File: src/rtl/seven_seg_pkg.sv
// ============================================================================
// Module      : seven_seg_pkg
// Description : Shared segment patterns, error codes and capture FSM states
//               for the 4-digit active-low 7-segment display path.
// Revision    : 1.0 - initial release
// ============================================================================
`default_nettype none

package seven_seg_pkg;

    // Active-low {g,f,e,d,c,b,a} patterns, identical to the display driver's
    localparam logic [6:0] c_seg_0 = 7'h40;
    localparam logic [6:0] c_seg_1 = 7'h79;
    localparam logic [6:0] c_seg_2 = 7'h24;
    localparam logic [6:0] c_seg_3 = 7'h30;
    localparam logic [6:0] c_seg_4 = 7'h19;
    localparam logic [6:0] c_seg_5 = 7'h12;
    localparam logic [6:0] c_seg_6 = 7'h02;
    localparam logic [6:0] c_seg_7 = 7'h78;
    localparam logic [6:0] c_seg_8 = 7'h00;
    localparam logic [6:0] c_seg_9 = 7'h10;
    localparam logic [6:0] c_seg_a = 7'h08;
    localparam logic [6:0] c_seg_b = 7'h03;
    localparam logic [6:0] c_seg_c = 7'h46;
    localparam logic [6:0] c_seg_d = 7'h21;
    localparam logic [6:0] c_seg_e = 7'h06;
    localparam logic [6:0] c_seg_f = 7'h0E;

    localparam logic [1:0] c_err_none    = 2'b00;
    localparam logic [1:0] c_err_pattern = 2'b01;
    localparam logic [1:0] c_err_multi   = 2'b10;
    localparam logic [1:0] c_err_order   = 2'b11;

    typedef enum logic [0:0] {
        ST_SYNC    = 1'b0,
        ST_COLLECT = 1'b1
    } state_t;

endpackage

`default_nettype wire

File: src/rtl/seg_pattern_decode.sv
// ============================================================================
// Module      : seg_pattern_decode
// Description : Combinational reverse lookup of an active-low segment pattern
//               to its hex nibble; hit_o is low for non-hex patterns.
// Revision    : 1.0 - initial release
// ============================================================================
`default_nettype none

module seg_pattern_decode
    import seven_seg_pkg::*;
(
    input  logic [6:0] pattern_i,
    output logic [3:0] nibble_o,
    output logic       hit_o
);

    always_comb begin
        nibble_o = 4'h0;
        hit_o    = 1'b1;
        case (pattern_i)
            c_seg_0: nibble_o = 4'h0;
            c_seg_1: nibble_o = 4'h1;
            c_seg_2: nibble_o = 4'h2;
            c_seg_3: nibble_o = 4'h3;
            c_seg_4: nibble_o = 4'h4;
            c_seg_5: nibble_o = 4'h5;
            c_seg_6: nibble_o = 4'h6;
            c_seg_7: nibble_o = 4'h7;
            c_seg_8: nibble_o = 4'h8;
            c_seg_9: nibble_o = 4'h9;
            c_seg_a: nibble_o = 4'hA;
            c_seg_b: nibble_o = 4'hB;
            c_seg_c: nibble_o = 4'hC;
            c_seg_d: nibble_o = 4'hD;
            c_seg_e: nibble_o = 4'hE;
            c_seg_f: nibble_o = 4'hF;
            default: hit_o    = 1'b0;
        endcase
    end

endmodule

`default_nettype wire

File: src/rtl/seven_seg_capture.sv
// ============================================================================
// Module      : seven_seg_capture
// Description : Reassembles frames from a multiplexed active-low 4-digit
//               7-segment bus into a 16-bit value and flags malformed scans.
// Revision    : 1.0 - initial release
// ============================================================================
`default_nettype none

module seven_seg_capture
    import seven_seg_pkg::*;
#(
    parameter int SEG_LAG = 1,
    parameter int TIMEOUT = 16
)(
    input  logic        clk,
    input  logic        rst_n,
    input  logic [6:0]  seg,
    input  logic [3:0]  an,
    input  logic        dp,
    output logic [15:0] value,
    output logic [3:0]  dp_out,
    output logic        frame_valid,
    output logic        err,
    output logic [1:0]  err_code,
    output logic        stale
);

    localparam logic [7:0] c_timeout = 8'(TIMEOUT);

    logic [3:0] w_an_al;

    generate
        if (SEG_LAG == 0) begin : g_no_lag
            assign w_an_al = an;
        end else begin : g_lag
            logic [3:0] an_pipe_q [SEG_LAG];
            always_ff @(posedge clk or negedge rst_n) begin
                if (!rst_n) begin
                    for (int i = 0; i < SEG_LAG; i++) an_pipe_q[i] <= 4'hF;
                end else begin
                    an_pipe_q[0] <= an;
                    for (int i = 1; i < SEG_LAG; i++) an_pipe_q[i] <= an_pipe_q[i-1];
                end
            end
            assign w_an_al = an_pipe_q[SEG_LAG-1];
        end
    endgenerate

    logic       w_single;
    logic       w_multi;
    logic [1:0] w_digit;
    logic [3:0] w_nib;
    logic       w_hit;
    logic       w_valid_strobe;

    always_comb begin
        w_single = 1'b1;
        w_digit  = 2'd0;
        case (w_an_al)
            4'b1110: w_digit = 2'd0;
            4'b1101: w_digit = 2'd1;
            4'b1011: w_digit = 2'd2;
            4'b0111: w_digit = 2'd3;
            default: w_single = 1'b0;
        endcase
        w_multi = (w_an_al != 4'hF) && !w_single;
    end

    seg_pattern_decode u_decode (
        .pattern_i (seg),
        .nibble_o  (w_nib),
        .hit_o     (w_hit)
    );

    assign w_valid_strobe = w_single && w_hit;

    state_t          state_q,    state_d;
    logic [1:0]      expect_q,   expect_d;
    logic [3:0][3:0] shadow_q,   shadow_d;
    logic [3:0]      shdots_q,   shdots_d;
    logic [7:0]      idle_q,     idle_d;
    logic [15:0]     value_q,    value_d;
    logic [3:0]      dp_out_q,   dp_out_d;
    logic            fv_q,       fv_d;
    logic            err_q,      err_d;
    logic [1:0]      err_code_q, err_code_d;
    logic            stale_q,    stale_d;

    always_comb begin
        state_d    = state_q;
        expect_d   = expect_q;
        shadow_d   = shadow_q;
        shdots_d   = shdots_q;
        value_d    = value_q;
        dp_out_d   = dp_out_q;
        fv_d       = 1'b0;
        err_d      = 1'b0;
        err_code_d = err_code_q;
        stale_d    = stale_q;

        // Multi-anode outranks a simultaneous bad pattern
        if (w_multi) begin
            err_d      = 1'b1;
            err_code_d = c_err_multi;
            state_d    = ST_SYNC;
        end else if (w_single && !w_hit) begin
            err_d      = 1'b1;
            err_code_d = c_err_pattern;
            state_d    = ST_SYNC;
        end else if (w_valid_strobe) begin
            case (state_q)
                ST_SYNC: begin
                    if (w_digit == 2'd0) begin
                        shadow_d[0] = w_nib;
                        shdots_d[0] = ~dp;
                        expect_d    = 2'd1;
                        state_d     = ST_COLLECT;
                    end
                end
                ST_COLLECT: begin
                    if (w_digit == expect_q) begin
                        shadow_d[w_digit] = w_nib;
                        shdots_d[w_digit] = ~dp;
                        if (expect_q == 2'd3) begin
                            value_d  = shadow_d;
                            dp_out_d = shdots_d;
                            fv_d     = 1'b1;
                            stale_d  = 1'b0;
                            state_d  = ST_SYNC;
                        end else begin
                            expect_d = expect_q + 2'd1;
                        end
                    end else if (w_digit == expect_q - 2'd1) begin
                        // Re-strobe of the digit just stored: latest sample wins
                        shadow_d[w_digit] = w_nib;
                        shdots_d[w_digit] = ~dp;
                    end else begin
                        err_d      = 1'b1;
                        err_code_d = c_err_order;
                        state_d    = ST_SYNC;
                    end
                end
                default: state_d = ST_SYNC;
            endcase
        end

        if (w_valid_strobe)         idle_d = 8'd0;
        else if (idle_q < c_timeout) idle_d = idle_q + 8'd1;
        else                         idle_d = c_timeout;

        if (idle_d == c_timeout) begin
            stale_d = 1'b1;
            state_d = ST_SYNC;
        end
    end

    always_ff @(posedge clk or negedge rst_n) begin
        if (!rst_n) begin
            state_q    <= ST_SYNC;
            expect_q   <= 2'd0;
            shadow_q   <= '0;
            shdots_q   <= 4'h0;
            idle_q     <= 8'd0;
            value_q    <= 16'h0000;
            dp_out_q   <= 4'h0;
            fv_q       <= 1'b0;
            err_q      <= 1'b0;
            err_code_q <= c_err_none;
            stale_q    <= 1'b1;
        end else begin
            state_q    <= state_d;
            expect_q   <= expect_d;
            shadow_q   <= shadow_d;
            shdots_q   <= shdots_d;
            idle_q     <= idle_d;
            value_q    <= value_d;
            dp_out_q   <= dp_out_d;
            fv_q       <= fv_d;
            err_q      <= err_d;
            err_code_q <= err_code_d;
            stale_q    <= stale_d;
        end
    end

    assign value       = value_q;
    assign dp_out      = dp_out_q;
    assign frame_valid = fv_q;
    assign err         = err_q;
    assign err_code    = err_code_q;
    assign stale       = stale_q;

endmodule

`default_nettype wire

File: config.mk
export PLATFORM = sky130hd
export DESIGN_NAME = seven_seg_capture
export DESIGN_NICKNAME = d
export VERILOG_FILES = /design/src/rtl/seven_seg_pkg.sv /design/src/rtl/seg_pattern_decode.sv /design/src/rtl/seven_seg_capture.sv
export SDC_FILE = /design/constraint.sdc
export NUM_CORES = 1
export LEC_CHECK = 0
export CAP_MARGIN = 15
export CORE_UTILIZATION = 40
export DETAILED_ROUTE_END_ITERATION = 12
export PLACE_DENSITY = 0.72
export SYNTH_ARGS = -nofsm -noshare
export SYNTH_HDL_FRONTEND = slang
export SYNTH_HIERARCHICAL = 1
export SYNTH_SLANG_ARGS = --single-unit
File: constraint.sdc
create_clock -name clk -period 2.8 [get_ports clk]
set_input_delay 0.7 -clock clk [delete_from_list [all_inputs] [get_ports clk]]
set_output_delay 0.7 -clock clk [all_outputs]
set_load 0.005 [all_outputs]
# Word-level counts from Yosys, hierarchy flattened
# Index checks and enable logic that the tools add are counted.
# totals
register_bits,60
in_bits,14
output_inout_bits,25
elab_cells,140
# classes
add_sub_neg,3
magnitude_cmp,3
n_eq_ne,32
n_mux,58
n_bitwise,4
reduce_logical,24
# op_table
operator,n
4-bit case mux with 15 select lines,1
16-bit two-way mux,2
1-bit two-way mux,31
7-bit equality test (second input constant),4
7-bit by 5-bit equality test with 1-bit output (second input constant),3
7-bit by 6-bit equality test with 1-bit output (second input constant),3
2-bit two-way mux,9
6-bit AND reduction,3
16-bit bitwise mux,1
4-bit two-way mux,4
8-bit two-way mux,2
16-bit OR reduction,1
7-bit by 2-bit equality test with 1-bit output (second input constant),2
7-bit by 4-bit equality test with 1-bit output (second input constant),2
4-bit equality test (second input constant),3
5-bit AND reduction,2
2-bit nonzero test,5
8-bit by 1-bit adder with 8-bit output (second input constant),1
4-bit demux with 2-bit select,1
8-bit by 5-bit equality test with 1-bit output (second input constant),1
8-bit by 5-bit less-than comparator with 1-bit output (second input constant),1
4-bit case mux with 2 select lines,1
7-bit by 3-bit equality test with 1-bit output (second input constant),1
7-bit logical NOT,1
other kinds (25),39

# Longest topological paths before layout
# depth
word_depth,10
ltp_mapped,10
depth_no_buf,9

# By module
# The synthesis kept the hierarchy.
# modules_own_cells
module,instances,cells_each,area_each_um2,seq_area_each_um2
seven_seg_capture,1,257,2806.4,1507.7
seg_pattern_decode,1,63,392.9,0.0

# Worst setup path before layout
# OpenSTA, ideal clock, no wires.
# synth_timing
kind,input to register
from,input seg[2]
to,"register value_q[10], in the netlist value[10]"
setup_time_ns,0.128
arrival_time_ns,2.857
t_required_ns,2.672
path_slack_ns,-0.184
cell_stages,10
n_path_buf,2
cell_sequence,buf_4 -> or3b_1 -> a211o_1 -> nand3_1 -> or3_1 -> nand2_1 -> a21oi_2 -> nand3_1 -> buf_2 -> mux2_1
# synth_via
elab_chain_cells,7
elab_cells_between_ends,25
classes_between,eq/ne: 15; mux: 3; bitwise: 1; reduce/logical: 6
# synth_rtl
element,line,rtl
start: declaration,seven_seg_capture.sv:17,"input logic [6:0] seg,"
"7-bit equality test, or another cell as far along",seg_pattern_decode.sv:20,case (pattern_i)
16-bit OR reduction (no source line) (*),--,
1-bit two-way mux (*),seg_pattern_decode.sv:20,
via w_hit,seven_seg_capture.sv:53,logic w_hit;
1-bit logical NOT,seven_seg_capture.sv:106,end else if (w_single && !w_hit) begin
1-bit logical AND,seven_seg_capture.sv:106,
1-bit NOT (no source line),--,
6-bit AND reduction (no source line) (*),--,
end signal: assignment,seven_seg_capture.sv:176,value_q <= value_d;
end: declaration,seven_seg_capture.sv:82,"logic [15:0] value_q, value_d;"
# Mark *: on every way through the listed nets, which the timed path passes. The rest lies on a longest branch.
# A chain may end at the register's enable or synchronous reset.

# Final worst setup path
# layout_timing
from,input seg[0]
to,"register value_q[0], in the netlist value[0]"
# The elaborated chain is that of the path after synthesis.

==> summary.txt <==
Status
  – Status: finished clean

Worst setup path
  – FF-to-FF End: value[0]$_DFFE_PN0P_
  – Worst Setup End Kind: register
  – Arrival time worst endpoint: roughly 3000 ps
  – Maximum fanout along the worst path: 6
  – CP startpoint: seg[0]
  – Crit start category: input pin
  – Worst Path Required: 3030 ps
  – Reg2Reg Depth: 7
  – Critical path type: in2reg
  – FF-to-FF Start: g_lag.an_pipe_q[2]$_DFF_PN1_
  – R2R Setup Slk: roughly 260 ps

Global routing
  – Largest net degree at the start of global routing: 33
  – First-pass GRT wire length: around 14 mm
  – Gr ovfl total: 0
  – Total track usage: a little over a fifth
  – Initial antenna violation count: 0
  – Vias in the first global route: ~2,800

Timing
  – Max-Slew Margin vs Limit: a little under three fifths
  – Final setup viols: 0
  – Slew @ Worst Pin: between 600 and 700 ps
  – Worst clock skew: between 4 and 5 ps
  – Fmax: approximately 360 MHz
  – Final Hold Viols: 0
  – Final Slew Violations: 0
  – Final worst-path cycle share: a little over nine tenths
  – Min Tclk post-route: ~2700 ps

Detailed routing
  – Drt first pass iters: 6
  – WL final: approximately 8.4 mm
  – Vias: about 2,800
  – Routed Antenna Nets: 0
  – DRT iter0 DRCs: roughly 150
  – DR top layer: met4
  – Met2 routed WL: between 4 and 5 mm
  – Per-cell routed wire length: about 16 microns
  – Via-to-Cell Ratio: ~5.4
  – DRC violations left: 0
  – Routed met1 length: between 3 and 4 mm
  – Metal3 WL: between 300 and 400 microns

Synth
  – Mapped Cells: 320
  – Largest area contributor in the netlist: dfrtp_1
  – Syn avg cell area: roughly 10 sq um
  – Asr flop ratio synth: 100%
  – Synth warnings: 6
  – Top cells by area, synth: dfrtp_1 43%, mux2_1 11%, nand2_1 8.2%, dfstp_2 4.1%, mux2i_1 1.9%
  – Count of different cell masters after synthesis: between 50 and 60
  – Most frequent cell after synthesis: nand2_1
  – Post-synth top area share: 43.0%
  – Synth Register Bits: 60
  – Synth Cell Area: about 3200 sq um
  – Post-synth EDFFs: 0
  – Sequential share of the synthesized area: a little under half
  – Main flop type after synthesis: dfrtp_1
  – Leading cell types by count after synthesis: 70 x nand2_1, 55 x dfrtp_1, 32 x mux2_1, 12 x inv_1, 12 x nor2_1

Placed design
  – Detail Placement HPWL: ~5.5 mm
  – Port bufs: 38
  – Routability cong.: around 0.84
  – Placed cell areas: 4030 sq um

Layout
  – Design Area, Final: between 4000 and 5000 sq um
  – Share of cells above drive strength 1: around 28%
  – Diode count: 0
  – Area Growth Syn to Fin: 40.5%
  – # nets final: 420
  – Finished Core Util: slightly below 60%

Power
  – Static Leak: between 0.002 and 0.0025 uW
  – Power Dens Cells: between 400 and 500 nW/um^2
  – Max rail drop VDD: 0.431 mV
  – Total power: 1920 uW

Floorplanning
  – Initial Utilization: 41.4%
  – Die footprint: 8360 sq um
  – Core footprint: 7730 sq um
  – Die H: between 90 and 100 microns
  – DIE WIDTH: 91.4 microns
  – # IOs: 39
  – Row count: 32

Clocking
  – CTS max path bufs: 2
  – CTS buffer count: 9
  – Clk sink count: 60
  – Htree depth: 3
  – TritonCTS clock tree: built
  – Hold buffers post-CTS: 0
  – Root buffer cell: clkbuf_8
  – Worst-Skew Late Latency: ~350 ps
  – Clock-pin slew on the worst setup and hold paths: 70 ps

Worst hold path
  – Hold Path Class: in2async

Job
  – Max-cap violations: 0
-- worst max-delay path, cell delays in order --
cell	delay [ps]
dlygate4sd2_1	260
or4b_4	510
or3_4	350
nand2_2	70
or3_4	140
nand2_4	50
a21oi_4	160
nand3_4	200
buf_12	230
mux2_1	300
-- what timing repair did --
item                       in CTS  in global routing
setup endpoints to repair      42                 43
setup buffers                   1                  0
pin swaps                       4                  2
resized for setup              39                 11
gates cloned                    3                  0
-- layout by cell type (no fill, tap or decap), types with 6 or more instances in the layout --
cell type         n
nor2_1           12
clkbuf_8         11
mux2_1           17
o21ai_0           9
mux2i_1           6
inv_1            12
buf_4            41
dlygate4sd2_1     6
a21oi_1           9
mux2_4           19
clkdlybuf4s50_1  30
dfrtp_1          55
nand2_1          68
-- flip-flops by register name, summed over array words and instances, names as in the netlist --
signal           cells
idle_q               8
err                  1
expect_q             2
value               16
shdots_q             4
g_lag.an_pipe_q      4
shadow_q            16
dp_out               4
err_code             2
stale                1
frame_valid          1
state_q              1
-- how the worst max path moves through the flow --
stage,endpoint,cells after the start
6_report,value[0]$_DFFE_PN0P_,10
2_1_floorplan,value[10]$_DFFE_PN0P_,10
5_1_grt,value[11]$_DFFE_PN0P_,10
3_3_place_gp,shadow_q[6]$_DFFE_PN0P_,11
3_5_place_dp,shadow_q[8]$_DFFE_PN0P_,11
4_1_cts,value[0]$_DFFE_PN0P_,10
-- cell type report --
class                      count  area (sq um)
timing repair buffer          87           841
clock inverter                 5          58.8
sequential                    60          1510
tap                          102           128
fill                         640          3230
clock buffer                  11           151
inverter                      12          45.0
multi-input combinational    234          1760
-- metal layers --
layer,vias up,track usage [%]
li1,1302,-
met1,1350,25.7
met2,86,36.9
met3,15,5.44
met4,0,7.67
met5,-,0
-- through the flow --
stage	setup WS [ps]	hold slack (ps)	std cells	TNS, ps
finish	54.9	388	511	0
global route	-3.37	445	511	-3.37
CTS	-0.132	405	511	-0.252
detailed placement	-510	481	491	-21990
global placement	-471	448	491	-20800
floorplan	5.07	404	322	0
-- power breakdown --
group	leakage (uW)	internal (uW)	switching, uW	total [uW]
Clock	0.000102	461	359	820
Combinational	0.00132	90.8	113	204
Sequential	0.000775	883	11.2	895
Total	0.00220	1430	484	1920
-- logic make-up (layout without fill, tap and decap cells) --
kind of cell    count (synthesis)  in the layout  share of synthesized area (%)
buf+inv                        28            115                           3.91
mux                            42             42                           15.0
xor+xnor                        2              2                          0.548
simple gates                  132            132                           20.5
other cells                     1              3                          0.117
compound gates                 53             53                           12.0
flops                          60             60                           47.1
fa+ha+maj                       2              2                          0.782
Note: power is estimated with default switching activity, not from simulation.
